[src/rtl/branch_ctrl_pkg.sv]
// Shared definitions for the EX-stage branch controller: condition codes,
// FSM states and the per-op resolution record.
package br_pkg;

  localparam logic [2:0] BR_BEQ  = 3'b000;
  localparam logic [2:0] BR_BNE  = 3'b001;
  localparam logic [2:0] BR_BLT  = 3'b100;
  localparam logic [2:0] BR_BGE  = 3'b101;
  localparam logic [2:0] BR_BLTU = 3'b110;
  localparam logic [2:0] BR_BGEU = 3'b111;

  typedef enum logic [1:0] {
    S_IDLE     = 2'd0,
    S_REDIRECT = 2'd1,
    S_FLUSH    = 2'd2
  } br_state_e;

  typedef struct packed {
    logic        taken;
    logic [31:0] target;
    logic [31:0] pc_plus4;
    logic        is_link;
    logic        mispredict;
    logic        misaligned;
  } br_resolve_t;

  // JALR clears bit 0 of the computed address before it is used as a target.
  function automatic logic [31:0] jalr_target(input logic [31:0] rs1,
                                              input logic [31:0] imm);
    logic [31:0] sum;
    sum = rs1 + imm;
    return {sum[31:1], 1'b0};
  endfunction

endpackage

[src/rtl/branch_ctrl_if.sv]
// Bundle of the op handshake from ID/EX and the redirect/flush/link/exception
// signals towards fetch and writeback.
interface branch_ctrl_if;

  logic        br_valid;
  logic        br_ready;
  logic [2:0]  br_funct3;
  logic        br_is_jal;
  logic        br_is_jalr;
  logic [31:0] br_pc;
  logic [31:0] br_imm;
  logic [31:0] br_rs1;
  logic [31:0] br_rs2;
  logic        br_pred_taken;

  logic        redir_valid;
  logic        redir_ready;
  logic [31:0] redir_pc;
  logic        flush_ifid;

  logic        link_valid;
  logic [31:0] link_data;
  logic        misalign_exc;
  logic [31:0] exc_pc;

  modport slave (
    input  br_valid, br_funct3, br_is_jal, br_is_jalr, br_pc, br_imm,
           br_rs1, br_rs2, br_pred_taken, redir_ready,
    output br_ready, redir_valid, redir_pc, flush_ifid,
           link_valid, link_data, misalign_exc, exc_pc
  );

  modport master (
    output br_valid, br_funct3, br_is_jal, br_is_jalr, br_pc, br_imm,
           br_rs1, br_rs2, br_pred_taken, redir_ready,
    input  br_ready, redir_valid, redir_pc, flush_ifid,
           link_valid, link_data, misalign_exc, exc_pc
  );

endinterface

[src/rtl/branch_ctrl_branch_unit.sv]
// Combinational branch condition evaluator; unknown funct3 codes resolve
// to not-taken.
module branch_unit
  import br_pkg::*;
(
  input  logic [2:0]  funct3,
  input  logic [31:0] rs1,
  input  logic [31:0] rs2,
  output logic        take_branch
);

  always_comb begin
    take_branch = 1'b0;
    case (funct3)
      BR_BEQ:  take_branch = (rs1 == rs2);
      BR_BNE:  take_branch = (rs1 != rs2);
      BR_BLT:  take_branch = ($signed(rs1) <  $signed(rs2));
      BR_BGE:  take_branch = ($signed(rs1) >= $signed(rs2));
      BR_BLTU: take_branch = (rs1 <  rs2);
      BR_BGEU: take_branch = (rs1 >= rs2);
      default: take_branch = 1'b0;
    endcase
  end

endmodule

[src/rtl/branch_ctrl.sv]
// EX-stage branch/jump resolution: registers the outcome of each accepted op
// and sequences the redirect handshake and IF/ID flush towards fetch.
module branch_ctrl
  import br_pkg::*;
#(
  parameter int FLUSH_CYCLES = 1,
  parameter int CNT_W        = 16
) (
  input  logic             clk,
  input  logic             rst,
  branch_ctrl_if.slave     bus,
  output logic [CNT_W-1:0] br_count,
  output logic [CNT_W-1:0] mispred_count
);

  localparam int FC_W = (FLUSH_CYCLES > 1) ? $clog2(FLUSH_CYCLES + 1) : 1;

  br_state_e        state_q,        state_d;
  logic [FC_W-1:0]  flush_cnt_q,    flush_cnt_d;
  logic [31:0]      redir_pc_q,     redir_pc_d;
  logic             link_valid_q,   link_valid_d;
  logic [31:0]      link_data_q,    link_data_d;
  logic             misalign_q,     misalign_d;
  logic [31:0]      exc_pc_q,       exc_pc_d;
  logic [CNT_W-1:0] br_count_q,     br_count_d;
  logic [CNT_W-1:0] mispred_q,      mispred_d;

  logic        take_branch;
  logic        accept;
  br_resolve_t res;

  function automatic logic [CNT_W-1:0] sat_inc(input logic [CNT_W-1:0] v);
    return (&v) ? v : v + CNT_W'(1);
  endfunction

  branch_unit u_branch_unit (
    .funct3      (bus.br_funct3),
    .rs1         (bus.br_rs1),
    .rs2         (bus.br_rs2),
    .take_branch (take_branch)
  );

  // Resolution of the op currently on the inputs; only consumed on accept.
  always_comb begin
    res            = '0;
    res.is_link    = bus.br_is_jal | bus.br_is_jalr;
    res.taken      = res.is_link | take_branch;
    res.pc_plus4   = bus.br_pc + 32'd4;
    res.target     = bus.br_is_jalr ? jalr_target(bus.br_rs1, bus.br_imm)
                                    : bus.br_pc + bus.br_imm;
    res.misaligned = res.taken & (res.target[1:0] != 2'b00);
    if (bus.br_is_jalr)
      res.mispredict = 1'b1;
    else if (bus.br_is_jal)
      res.mispredict = ~bus.br_pred_taken;
    else
      res.mispredict = (res.taken != bus.br_pred_taken);
  end

  assign accept = bus.br_valid & (state_q == S_IDLE);

  always_comb begin
    state_d      = state_q;
    flush_cnt_d  = flush_cnt_q;
    redir_pc_d   = redir_pc_q;
    link_valid_d = 1'b0;
    link_data_d  = '0;
    misalign_d   = 1'b0;
    exc_pc_d     = '0;
    br_count_d   = br_count_q;
    mispred_d    = mispred_q;

    case (state_q)
      S_IDLE: begin
        if (accept) begin
          br_count_d = sat_inc(br_count_q);
          // A misaligned taken target raises an exception instead of redirecting.
          if (res.misaligned) begin
            misalign_d = 1'b1;
            exc_pc_d   = bus.br_pc;
          end else begin
            if (res.is_link) begin
              link_valid_d = 1'b1;
              link_data_d  = res.pc_plus4;
            end
            if (res.mispredict) begin
              redir_pc_d = res.taken ? res.target : res.pc_plus4;
              state_d    = S_REDIRECT;
            end
          end
        end
      end

      S_REDIRECT: begin
        if (bus.redir_ready) begin
          mispred_d = sat_inc(mispred_q);
          if (FLUSH_CYCLES == 0) begin
            state_d = S_IDLE;
          end else begin
            state_d     = S_FLUSH;
            flush_cnt_d = FC_W'(FLUSH_CYCLES);
          end
        end
      end

      S_FLUSH: begin
        if (flush_cnt_q <= FC_W'(1)) begin
          state_d     = S_IDLE;
          flush_cnt_d = '0;
        end else begin
          flush_cnt_d = flush_cnt_q - FC_W'(1);
        end
      end

      default: state_d = S_IDLE;
    endcase
  end

  always_ff @(posedge clk) begin
    if (rst) begin
      state_q      <= S_IDLE;
      flush_cnt_q  <= '0;
      redir_pc_q   <= '0;
      link_valid_q <= 1'b0;
      link_data_q  <= '0;
      misalign_q   <= 1'b0;
      exc_pc_q     <= '0;
      br_count_q   <= '0;
      mispred_q    <= '0;
    end else begin
      state_q      <= state_d;
      flush_cnt_q  <= flush_cnt_d;
      redir_pc_q   <= redir_pc_d;
      link_valid_q <= link_valid_d;
      link_data_q  <= link_data_d;
      misalign_q   <= misalign_d;
      exc_pc_q     <= exc_pc_d;
      br_count_q   <= br_count_d;
      mispred_q    <= mispred_d;
    end
  end

  assign bus.br_ready     = (state_q == S_IDLE);
  assign bus.redir_valid  = (state_q == S_REDIRECT);
  assign bus.flush_ifid   = (state_q == S_REDIRECT) | (state_q == S_FLUSH);
  assign bus.redir_pc     = redir_pc_q;
  assign bus.link_valid   = link_valid_q;
  assign bus.link_data    = link_data_q;
  assign bus.misalign_exc = misalign_q;
  assign bus.exc_pc       = exc_pc_q;
  assign br_count         = br_count_q;
  assign mispred_count    = mispred_q;

endmodule

[src/flat_wrapper.sv]
// flat-port wrapper written by rule: the top's interface ports become plain ports
module branch_ctrl_flat import br_pkg::*;
#(
  parameter int FLUSH_CYCLES = 1,
  parameter int CNT_W        = 16
)
  (clk, rst, br_count, mispred_count, bus_br_valid, bus_br_funct3, bus_br_is_jal, bus_br_is_jalr, bus_br_pc, bus_br_imm, bus_br_rs1, bus_br_rs2, bus_br_pred_taken, bus_redir_ready, bus_br_ready, bus_redir_valid, bus_redir_pc, bus_flush_ifid, bus_link_valid, bus_link_data, bus_misalign_exc, bus_exc_pc);
  branch_ctrl_if bus_i ();
  input  logic clk;
  input  logic rst;
  output logic [CNT_W-1:0] br_count;
  output logic [CNT_W-1:0] mispred_count;
  input wire logic [$bits(bus_i.br_valid)-1:0] bus_br_valid;
  input wire logic [$bits(bus_i.br_funct3)-1:0] bus_br_funct3;
  input wire logic [$bits(bus_i.br_is_jal)-1:0] bus_br_is_jal;
  input wire logic [$bits(bus_i.br_is_jalr)-1:0] bus_br_is_jalr;
  input wire logic [$bits(bus_i.br_pc)-1:0] bus_br_pc;
  input wire logic [$bits(bus_i.br_imm)-1:0] bus_br_imm;
  input wire logic [$bits(bus_i.br_rs1)-1:0] bus_br_rs1;
  input wire logic [$bits(bus_i.br_rs2)-1:0] bus_br_rs2;
  input wire logic [$bits(bus_i.br_pred_taken)-1:0] bus_br_pred_taken;
  input wire logic [$bits(bus_i.redir_ready)-1:0] bus_redir_ready;
  output wire logic [$bits(bus_i.br_ready)-1:0] bus_br_ready;
  output wire logic [$bits(bus_i.redir_valid)-1:0] bus_redir_valid;
  output wire logic [$bits(bus_i.redir_pc)-1:0] bus_redir_pc;
  output wire logic [$bits(bus_i.flush_ifid)-1:0] bus_flush_ifid;
  output wire logic [$bits(bus_i.link_valid)-1:0] bus_link_valid;
  output wire logic [$bits(bus_i.link_data)-1:0] bus_link_data;
  output wire logic [$bits(bus_i.misalign_exc)-1:0] bus_misalign_exc;
  output wire logic [$bits(bus_i.exc_pc)-1:0] bus_exc_pc;
  assign bus_i.br_valid = bus_br_valid;
  assign bus_i.br_funct3 = bus_br_funct3;
  assign bus_i.br_is_jal = bus_br_is_jal;
  assign bus_i.br_is_jalr = bus_br_is_jalr;
  assign bus_i.br_pc = bus_br_pc;
  assign bus_i.br_imm = bus_br_imm;
  assign bus_i.br_rs1 = bus_br_rs1;
  assign bus_i.br_rs2 = bus_br_rs2;
  assign bus_i.br_pred_taken = bus_br_pred_taken;
  assign bus_i.redir_ready = bus_redir_ready;
  assign bus_br_ready = bus_i.br_ready;
  assign bus_redir_valid = bus_i.redir_valid;
  assign bus_redir_pc = bus_i.redir_pc;
  assign bus_flush_ifid = bus_i.flush_ifid;
  assign bus_link_valid = bus_i.link_valid;
  assign bus_link_data = bus_i.link_data;
  assign bus_misalign_exc = bus_i.misalign_exc;
  assign bus_exc_pc = bus_i.exc_pc;
  branch_ctrl #(.FLUSH_CYCLES(FLUSH_CYCLES), .CNT_W(CNT_W)) u_core (.clk(clk), .rst(rst), .bus(bus_i), .br_count(br_count), .mispred_count(mispred_count));
endmodule
[config.mk]
export PLATFORM = sky130hd
export DESIGN_NAME = branch_ctrl_flat
export DESIGN_NICKNAME = d
export VERILOG_FILES = /design/src/rtl/branch_ctrl_pkg.sv /design/src/rtl/branch_ctrl_if.sv /design/src/rtl/branch_ctrl_branch_unit.sv /design/src/rtl/branch_ctrl.sv /design/src/flat_wrapper.sv
export SDC_FILE = /design/constraint.sdc
export NUM_CORES = 1
export LEC_CHECK = 0
export CORE_MARGIN = 10
export CORE_UTILIZATION = 30
export CTS_CLUSTER_SIZE = 8
export DETAILED_ROUTE_END_ITERATION = 6
export PLACE_DENSITY = 0.51
export SYNTH_ARGS = -nofsm -noshare
export SYNTH_HDL_FRONTEND = slang
export SYNTH_SLANG_ARGS = --single-unit
export TNS_END_PERCENT = 5
[constraint.sdc]
create_clock -name clk -period 4.5 [get_ports clk]
set_input_delay 0.9 -clock clk [delete_from_list [all_inputs] [get_ports clk]]
set_output_delay 0.9 -clock clk [all_outputs]
set_load 0.03 [all_outputs]
==> results of run 1 <==
[power by group]
part           internal [mW]  switching, mW  leakage (nW)
logic                  0.629          0.848          4.36
clock network          0.835          0.555         0.276
registers               1.23         0.0298          1.07
[worst paths after layout]
| path | to | slack (ns) | cells past startpoint |
|---|---|---|---|
| setup / recovery | u_core.bus.redir_pc[29] | 0.49 | 11 |
| hold / removal | u_core.bus.redir_pc[3] | 0.47 | 2 |
| setup reg to reg | u_core.br_count[14] | 2.27 | 9 |
| hold reg to reg | u_core.bus.redir_pc[3] | 0.47 | 2 |
[flip-flops by register name, summed over array words and instances (netlist names)]
signal / flops
u_core.br_count: 16
u_core.bus.exc_pc: 32
u_core.bus.link_data: 32
u_core.bus.link_valid: 1
u_core.bus.misalign_exc: 1
u_core.bus.redir_pc: 32
u_core.mispred_count: 16
u_core.state_q: 2
[worst max-delay path: stages]
cell and delay [ns]:
clkdlybuf4s50_1 0.54, ha_1 0.38, a211oi_1 0.36, o311ai_2 0.20, a221oi_2 0.39, o311ai_2 0.23, a2111oi_4 0.44, o311ai_1 0.15
o311a_1 0.14, a221o_1 0.36, a311oi_2 0.25
[Yosys cell counts, drive strengths merged, types with 4 or more instances]
master / number / area [µm²]
a31oi: 5 / 31.3
nand4: 42 / 269
and2: 46 / 288
o21bai: 6 / 45.0
nand3: 43 / 215
o2111ai: 12 / 105
o21ai: 71 / 355
nand2b: 6 / 37.5
a211oi: 21 / 170
or2: 6 / 37.5
a2111oi: 6 / 96.3
a221oi: 5 / 50.0
o211a: 6 / 60.1
xnor2: 39 / 342
o311a: 4 / 51.3
o21a: 11 / 82.6
o22ai: 4 / 25.0
xor2: 53 / 464
buf: 9 / 50.0
and4: 12 / 105
o31a: 4 / 35.0
and3: 24 / 150
ha: 98 / 1230
nand2: 104 / 390
a211o: 8 / 70.1
clkbuf: 45 / 169
a21o: 22 / 165
mux2i: 13 / 130
o211ai: 16 / 134
o311ai: 5 / 58.8
inv: 63 / 236
nor2: 122 / 458
dfxtp: 132 / 2640
a22oi: 4 / 30.0
o31ai: 5 / 37.5
a21oi: 107 / 536
or3: 7 / 43.8
nor3: 21 / 105
[logic make-up (layout without fill, tap and decap cells)]
logic type,after synthesis,in the layout
compound gates,345,345
xor+xnor,92,92
fa+ha+maj,100,100
buf+inv,117,435
flops,132,132
mux,15,15
simple gates,443,443
[through the flow]
stage	utilization [%]	cell area, µm²	setup slack, ns	hold slack [ns]	instances
final	43.4	14100	0.488	0.474	2004
after global routing	43.4	14100	0.238	0.501	2004
after CTS	43.4	14100	0.538	0.474	2004
after detailed placement	41.6	13500	0.112	0.467	1972
after global placement	41.6	13500	0.165	0.459	1972
after floorplan	-	9860	1.04	0.477	1244
[metal layers]
metal / vias up / GRT usage (%) / share of wire (%) / wire length (µm)
li1: 5142 / - / - / -
met1: 4809 / 25.0 / 47 / 18600
met2: 292 / 31.0 / 46 / 18100
met3: 31 / 3.36 / 5.2 / 2040
met4: 0 / 4.19 / 1.3 / 505
met5: - / 0 / 0 / 0
[cells in the final DEF, fill, tap and decap left out, drive strengths merged, types with 6 or more instances in the layout]
cell,n
nor2,122
o211ai,16
and4,12
a21oi,107
or3,7
clkbuf,18
nand3,43
xnor2,39
o2111ai,12
o211a,6
ha,98
o21bai,6
a211oi,21
o21ai,71
o21a,11
clkdlybuf4s50,268
and2,46
a211o,8
and3,24
a2111oi,6
inv,67
nand4,42
nor3,21
dfxtp,132
mux2i,13
buf,72
nand2,104
nand2b,6
a21o,22
or2,6
xor2,53
[cell type report]
type | count | share of cell area (%)
Timing Repair Buffer | 340 | 23.4
Tap cell | 442 | 3.93
Sequential cell | 132 | 18.8
Clock inverter | 14 | 1.07
Multi-Input combinational cell | 995 | 48.1
Inverter | 63 | 1.68
Clock buffer | 18 | 3.12
==> results.cfg, run 1 <==
[logic_synthesis]
synthMuxAreaShare_pct = 1.59
yosysSeqAreaShare_pct = 26.8
avgSynthCellArea_um2 = 7.92
synth-simple-area-share_pct = 22.1
ys_async_sr_fraction_pct = 0
synth_top_family_by_area = compound AO/OA/AOI/OAI gates
synth_ff_type = dfxtp_1
synth-compound-area-share_pct = 23.9
synth_xor_area_share_pct = 8.17
synthCells = 1244
synth_cell_types = 72
synth_edf_count = 0
synth_adder_area_share_pct = 12.8
syn_nets = 1482
syn_area_um2 = 9860
ys_seq_elements = 132
yosysWarnings = 0

[job]
cap_viol_max_count = 0

[die]
die_area_um2 = 40500
die_height_um = 201
initial_core_util_pct = 30.4
top_level_ports = 271
rows = 66
core_area_um2 = 32500
die_w_um = 201

[detailed_routing]
vias = 10300
wire_per_inst_um = 19.6
wl_um = 39200
drc = 0
avgViaCountPerCell = 5.13
drtAntennaViolNets = 0
first_pass_iters = 5
dr.first_iter.drc_count = 471

[critical_path]
critPathMaxFanout = 4
cp-start-kind = primary input
required_ns = 4.84
crit_arrival_ns = 4.35
end_kind = flop
reg2reg_from = u_core.br_count[8]
critPathKind = in2reg
startpoint = bus_br_imm[1]

[sta]
rsz0062_at_grt = no
finalCritPeriodShare_pct = 89.2
clock_skew_ns = 0.00960
setup_viol = 0
slew_violations = 0
hold_viol_final = 0
max_slew_margin_pct = 37.5
min_period_ns = 4.01
fmax_mhz = 249
finalSetupTns_ns = 0
worst_pin_slew_ns = 0.935

[clocking]
cts_root_buffer = clkbuf_16
path_clk_slew_ns = 0.07
clock-sinks = 132
cts.repair_timing.setup_buffer_count = 0
cts_resized = 0
clkLatencyLatePin_ns = 0.42
numCtsBuffers = 17
tritoncts = yes
clockBufferDepth = 2
hold_buffers = 0
htreeDepth = 4

[grt]
grt_first_pass_wirelength_um = 60200
track_usage_pct = 18.8
grt.overflow.total = 0
antenna_found_initial = 1
grt_pass1_vias = 10200
grt_max_degree = 62

[placed_design]
hpwl_um = 32900
gp_congestion = 0.932
port_buffers = 270

[final_layout]
seq_area_um2 = 2640
synthToLayoutAreaGrowth_pct = 42.9
antenna_cells = 0
multiInputGateArea_um2 = 6770
num-nets-final = 1787
n_fill_cell = 3292
layout-drive-gt1-share_pct = 8.13

[hold_path]
hp-start = u_core.bus.redir_pc[3]
hold_class = reg2reg

[power_and_ir_drop]
p_total_mw = 4.13
power.density_nw_per_um2 = 293
vdd_drop_max_mv = 0.281
p_leak_nw = 5.71

[status]
status = complete, no violations
No activity file was read; power rests on OpenSTA's default activity.
==> run 2: changes to the inputs <==
Settings changed: DONT_BUFFER_PORTS from default to 1, PLACE_DENSITY 0.51 to 0.41, SLEW_MARGIN from default to 20.
==> run 2 against run 1 <==
Net effect:
- utilization decreased by 9.5 points
- wire length up 0.57%
- power decreased by 8.3%
- final area fell by 22%
- die area unchanged
- cell count down 16%
==> results.cfg, run 2 (synthesis gave the netlist of run 1 again) <==
[sta]
setup_viol = 0
clock_skew_ns = 0.00894
finalSetupTns_ns = 0
max_slew_margin_pct = 45.6
hold_viol_final = 0
finalCritPeriodShare_pct = 83.4
worst_pin_slew_ns = 0.806
slew_violations = 0
fmax_mhz = 266
min_period_ns = 3.75
rsz0062_at_grt = no

[hold_path]
hold_path_depth = 2
hold_path_end = u_core.state_q[0]
hold_class = reg2reg
hp-start = u_core.state_q[0]

[clocking]
cts.repair_timing.setup_buffer_count = 0
clock-sinks = 132
hold_buffers = 0
tritoncts = yes
clockBufferDepth = 2
numCtsBuffers = 17
path_clk_slew_ns = 0.06
cts_root_buffer = clkbuf_16
htreeDepth = 4
clkLatencyLatePin_ns = 0.43
cts_resized = 0

[detailed_routing]
drc = 0
vias = 8966
avgViaCountPerCell = 5.31
wire_per_inst_um = 23.4
dr.first_iter.drc_count = 433
first_pass_iters = 5
drtAntennaViolNets = 0
wl_um = 39400

[job]
cap_viol_max_count = 0

[critical_path]
crit_arrival_ns = 4.06
reg2reg_from = u_core.state_q[0]
r2r_slack_ns = 1.82
end_kind = flop
critPathMaxFanout = 16
rr_endpoint = u_core.br_count[15]
reg2reg_depth = 9
critPathKind = in2reg
required_ns = 4.81
cp-start-kind = primary input

[final_layout]
antenna_cells = 0
layout-drive-gt1-share_pct = 6.27
mostFrequentLayoutCell = dfxtp_1
final_cell_mix = 132 x dfxtp_1, 122 x nor2_1, 107 x a21oi_1, 104 x nand2_1, 98 x ha_1
multiInputGateArea_um2 = 6770
num-nets-final = 1470
final_area_um2 = 11000
n_fill_cell = 3473
seq_area_um2 = 2640
stdcell_count = 1687
synthToLayoutAreaGrowth_pct = 11.5

[die]
top_level_ports = 271
core_area_um2 = 32500
initial_core_util_pct = 30.4
die_area_um2 = 40500
die_w_um = 201
die_height_um = 201
rows = 66

[power_and_ir_drop]
p_total_mw = 3.79
power.density_nw_per_um2 = 344
vdd_drop_max_mv = 0.251
p_leak_nw = 4.48

[placed_design]
hpwl_um = 32200
gp_congestion = 0.843
place_area_um2 = 10400
dp.cells = 1655
port_buffers = 0

[grt]
grt_max_degree = 63
track_usage_pct = 18.7
grt_pass1_vias = 8813
grt_first_pass_wirelength_um = 58000
grt.overflow.total = 0
antenna_found_initial = 0

[status]
status = complete, no violations
-- run 2: cell count changes in the layout (fill, tap and decap cells not counted), sizes merged --
| cell | before | now |
|---|---|---|
| clkdlybuf4s50 | 268 | 0 |
| buf | 72 | 23 |
| clkinv | 3 | 5 |
| clkinvlp | 5 | 4 |
| inv | 67 | 66 |
-- run 2: layout make-up --
cell class | instances | share of cell area (%)
Sequential cell | 132 | 24.0
Clock buffer | 18 | 4.00
Multi-Input combinational cell | 995 | 61.6
Clock inverter | 14 | 1.39
Tap cell | 442 | 5.03
Inverter | 63 | 2.15
Timing Repair Buffer | 23 | 1.80
-- run 2: worst max-delay path, cell delays in order --
cell and delay (ns):
inv_1 0.02, ha_1 0.31, nand4_1 0.20, nor3_1 0.11
a21boi_0 0.15, o41ai_1 0.79, a21oi_1 0.27, o211a_1 0.40
buf_4 0.25, a211oi_1 0.43, a2111o_1 0.17, a21oi_1 0.06
-- run 2: per-stage QoR --
stage | hold slack (ns) | worst slack (ns) | util, %
after detailed placement | 0.497 | 0.252 | 32.0
after global routing | 0.527 | 0.569 | 33.9
final | 0.506 | 0.747 | 33.9
after floorplan | 0.477 | 1.04 | -
after CTS | 0.511 | 0.685 | 33.9
after global placement | 0.497 | 0.338 | 32.0
-- run 2: layer usage --
| layer | global-route usage, % | wire (µm) | vias up | share of wire [%] |
|---|---|---|---|---|
| met1 | 24.1 | 18300 | 4230 | 46 |
| met4 | 4.08 | 384 | 0 | 0.97 |
| li1 | - | - | 4500 | - |
| met5 | 0 | 0 | - | 0 |
| met2 | 30.0 | 17900 | 217 | 45 |
| met3 | 5.85 | 2800 | 19 | 7.1 |
-- run 2: worst max-delay path by stage --
stage | end | startpoint
global route | u_core.bus.redir_pc[9] | bus_br_rs2[14]
finish | u_core.bus.redir_pc[9] | bus_br_rs2[14]
CTS | u_core.bus.redir_pc[9] | bus_br_rs2[14]
floorplan | u_core.bus.redir_pc[29] | bus_br_imm[4]
detailed placement | u_core.bus.redir_pc[9] | bus_br_rs2[14]
global placement | u_core.bus.redir_pc[9] | bus_br_rs2[14]
-- run 2: report_power, final --
part / total, mW / internal (mW) / switching (mW) / leakage, nW
Clock: 1.41 / 0.835 / 0.570 / 0.279
Combinational: 0.972 / 0.377 / 0.596 / 3.13
Sequential: 1.41 / 1.23 / 0.177 / 1.07
Total: 3.79 / 2.44 / 1.34 / 4.48
==> run 3: changes to the inputs <==
Settings changed: PLACE_DENSITY 0.41 to 0.42.
Clock period 4.5 ns to 3.4 ns, I/O delays scaled along.
==> run 3 against run 2 <==
Net effect:
- worst hold slack lost 0.18 ns
- clock power grew 41%
- utilization grew 3.0 points
- clock skew shrank 0.0028 ns
- global-route usage grew 0.48 points
- sequential share of layout area shrank 1.9 points
- non-clock buffer count grew 114
- register-to-register slack lost 0.86 ns
- flip-flop and latch count is the same
- critical endpoint is now u_core.bus.redir_pc[31]
- largest power group is now clock
- first-iteration DRC count grew 9.7%
- sequential power grew 32%
==> results.cfg, run 3 (synthesis gave the netlist of run 1 again) <==
[status]
status = complete, no violations

[die]
initial_core_util_pct = 30.4
top_level_ports = 271
die_w_um = 201
core_area_um2 = 32500
die_area_um2 = 40500
rows = 66
die_height_um = 201

[sta]
clock_skew_ns = 0.00618
holdWs_ns = 0.325
fmax_mhz = 312
worst_pin_slew_ns = 0.661
min_period_ns = 3.21
finalCritPeriodShare_pct = 94.3
max_slew_margin_pct = 56.0
hold_viol_final = 0
slew_violations = 0
rsz0062_at_grt = no
setup_viol = 0

[power_and_ir_drop]
vdd_drop_max_mv = 0.328
p_leak_nw = 5.07
power.density_nw_per_um2 = 446
p_total_mw = 5.33

[placed_design]
hpwl_um = 33400
port_buffers = 0
gp_congestion = 0.879

[job]
cap_viol_max_count = 0

[hold_path]
hold_class = in2reg

[clocking]
tritoncts = yes
clkLatencyLatePin_ns = 0.42
cts_root_buffer = clkbuf_16
cts.repair_timing.setup_buffer_count = 0
numCtsBuffers = 17
hold_buffers = 0
htreeDepth = 4
clock-sinks = 132
clockBufferDepth = 2
path_clk_slew_ns = 0.06

[detailed_routing]
first_pass_iters = 5
avgViaCountPerCell = 5.28
wl_um = 40200
wire_per_inst_um = 22.3
drtAntennaViolNets = 0
vias = 9510
drc = 0
dr.first_iter.drc_count = 475

[grt]
grt_pass1_vias = 9332
antenna_found_initial = 0
grt_first_pass_wirelength_um = 59700
grt_max_degree = 63
grt.overflow.total = 0
track_usage_pct = 19.2

[final_layout]
synthToLayoutAreaGrowth_pct = 21.2
final_cell_mix = 132 x dfxtp_1, 131 x buf_4, 122 x nor2_1, 106 x a21oi_1, 104 x nand2_1
antenna_cells = 0
mostFrequentLayoutCell = dfxtp_1
num-nets-final = 1584
utilization_pct = 36.8
n_fill_cell = 3418
layout-drive-gt1-share_pct = 14.3

[critical_path]
crit_path_end = u_core.bus.redir_pc[31]
cp-start-kind = primary input
rr_endpoint = u_core.br_count[14]
critPathMaxFanout = 4
critPathKind = in2reg
reg2reg_depth = 9
end_kind = flop
required_ns = 3.71
crit_arrival_ns = 3.52
r2r_slack_ns = 0.96
startpoint = bus_br_imm[4]
reg2reg_from = u_core.br_count[8]
run 3: cell count changes in the layout (fill, tap and decap cells not counted), sizes merged:
cell | previous run | this run
clkinvlp | 4 | 1
clkbuf | 18 | 20
bufinv | 2 | 4
inv | 66 | 64
clkinv | 5 | 6
buf | 23 | 137
run 3: stage by stage:
step / std cells / setup slack, ns / TNS [ns] / area, µm²
global route: 1801 / 0.000244 / 0 / 11900
CTS: 1801 / 0.0314 / 0 / 11900
finish: 1801 / 0.193 / 0 / 11900
detailed placement: 1769 / -0.410 / -27.98 / 11300
floorplan: 1244 / 0.158 / 0 / 9860
global placement: 1769 / -0.381 / -28.20 / 11300
run 3: where the power goes:
part           switching [mW]  total [mW]  internal (mW)  leakage [nW]
Combinational           0.839        1.48          0.641          3.69
Sequential              0.232        1.86           1.63          1.07
Clock                   0.718        1.99           1.27         0.310
run 3: area by class of cell:
cell class	instances	area, µm²	share of cell area [%]
clock buffer	20	457	3.82
sequential	132	2640	22.1
tap	442	553	4.63
clock inverter	12	178	1.49
timing repair buffer	137	1090	9.16
multi-input combinational	995	6790	56.8
inverter	63	236	1.98
run 3: critical path: stages:
cell	delay, ns
ha_1	0.34
a211oi_4	0.35
o311ai_2	0.19
a21oi_1	0.24
o211ai_1	0.22
a211oi_1	0.31
buf_4	0.16
mux2i_1	0.20
and4_1	0.27
nor3_1	0.09
buf_4	0.15
o311a_1	0.31
run 3: timing repair:
item / CTS / global route
hold endpoints to repair: 0 / 0
gates resized for setup: 0 / 9
endpoints found under the setup margin: 0 / 72
run 3: metal layers:
| layer | wire (µm) | vias up | global-route usage [%] |
|---|---|---|---|
| li1 | - | 4729 | - |
| met1 | 17900 | 4502 | 24.3 |
| met2 | 18300 | 250 | 30.5 |
| met3 | 3210 | 29 | 6.30 |
| met4 | 732 | 0 | 5.37 |
| met5 | 0 | - | 0 |
run 3: how the worst min path moves through the flow:
| stage | start | end | slack, ns | depth (start not counted) |
|---|---|---|---|---|
| finish | rst | u_core.br_count[6] | 0.32 | 1 |
| global route | rst | u_core.br_count[5] | 0.30 | 1 |
| CTS | bus_br_pc[2] | u_core.bus.link_data[2] | 0.31 | 1 |
| detailed placement | u_core.state_q[0] | u_core.state_q[0] | 0.49 | 2 |
| global placement | u_core.state_q[0] | u_core.state_q[0] | 0.49 | 2 |
| floorplan | u_core.state_q[0] | u_core.state_q[0] | 0.48 | 2 |
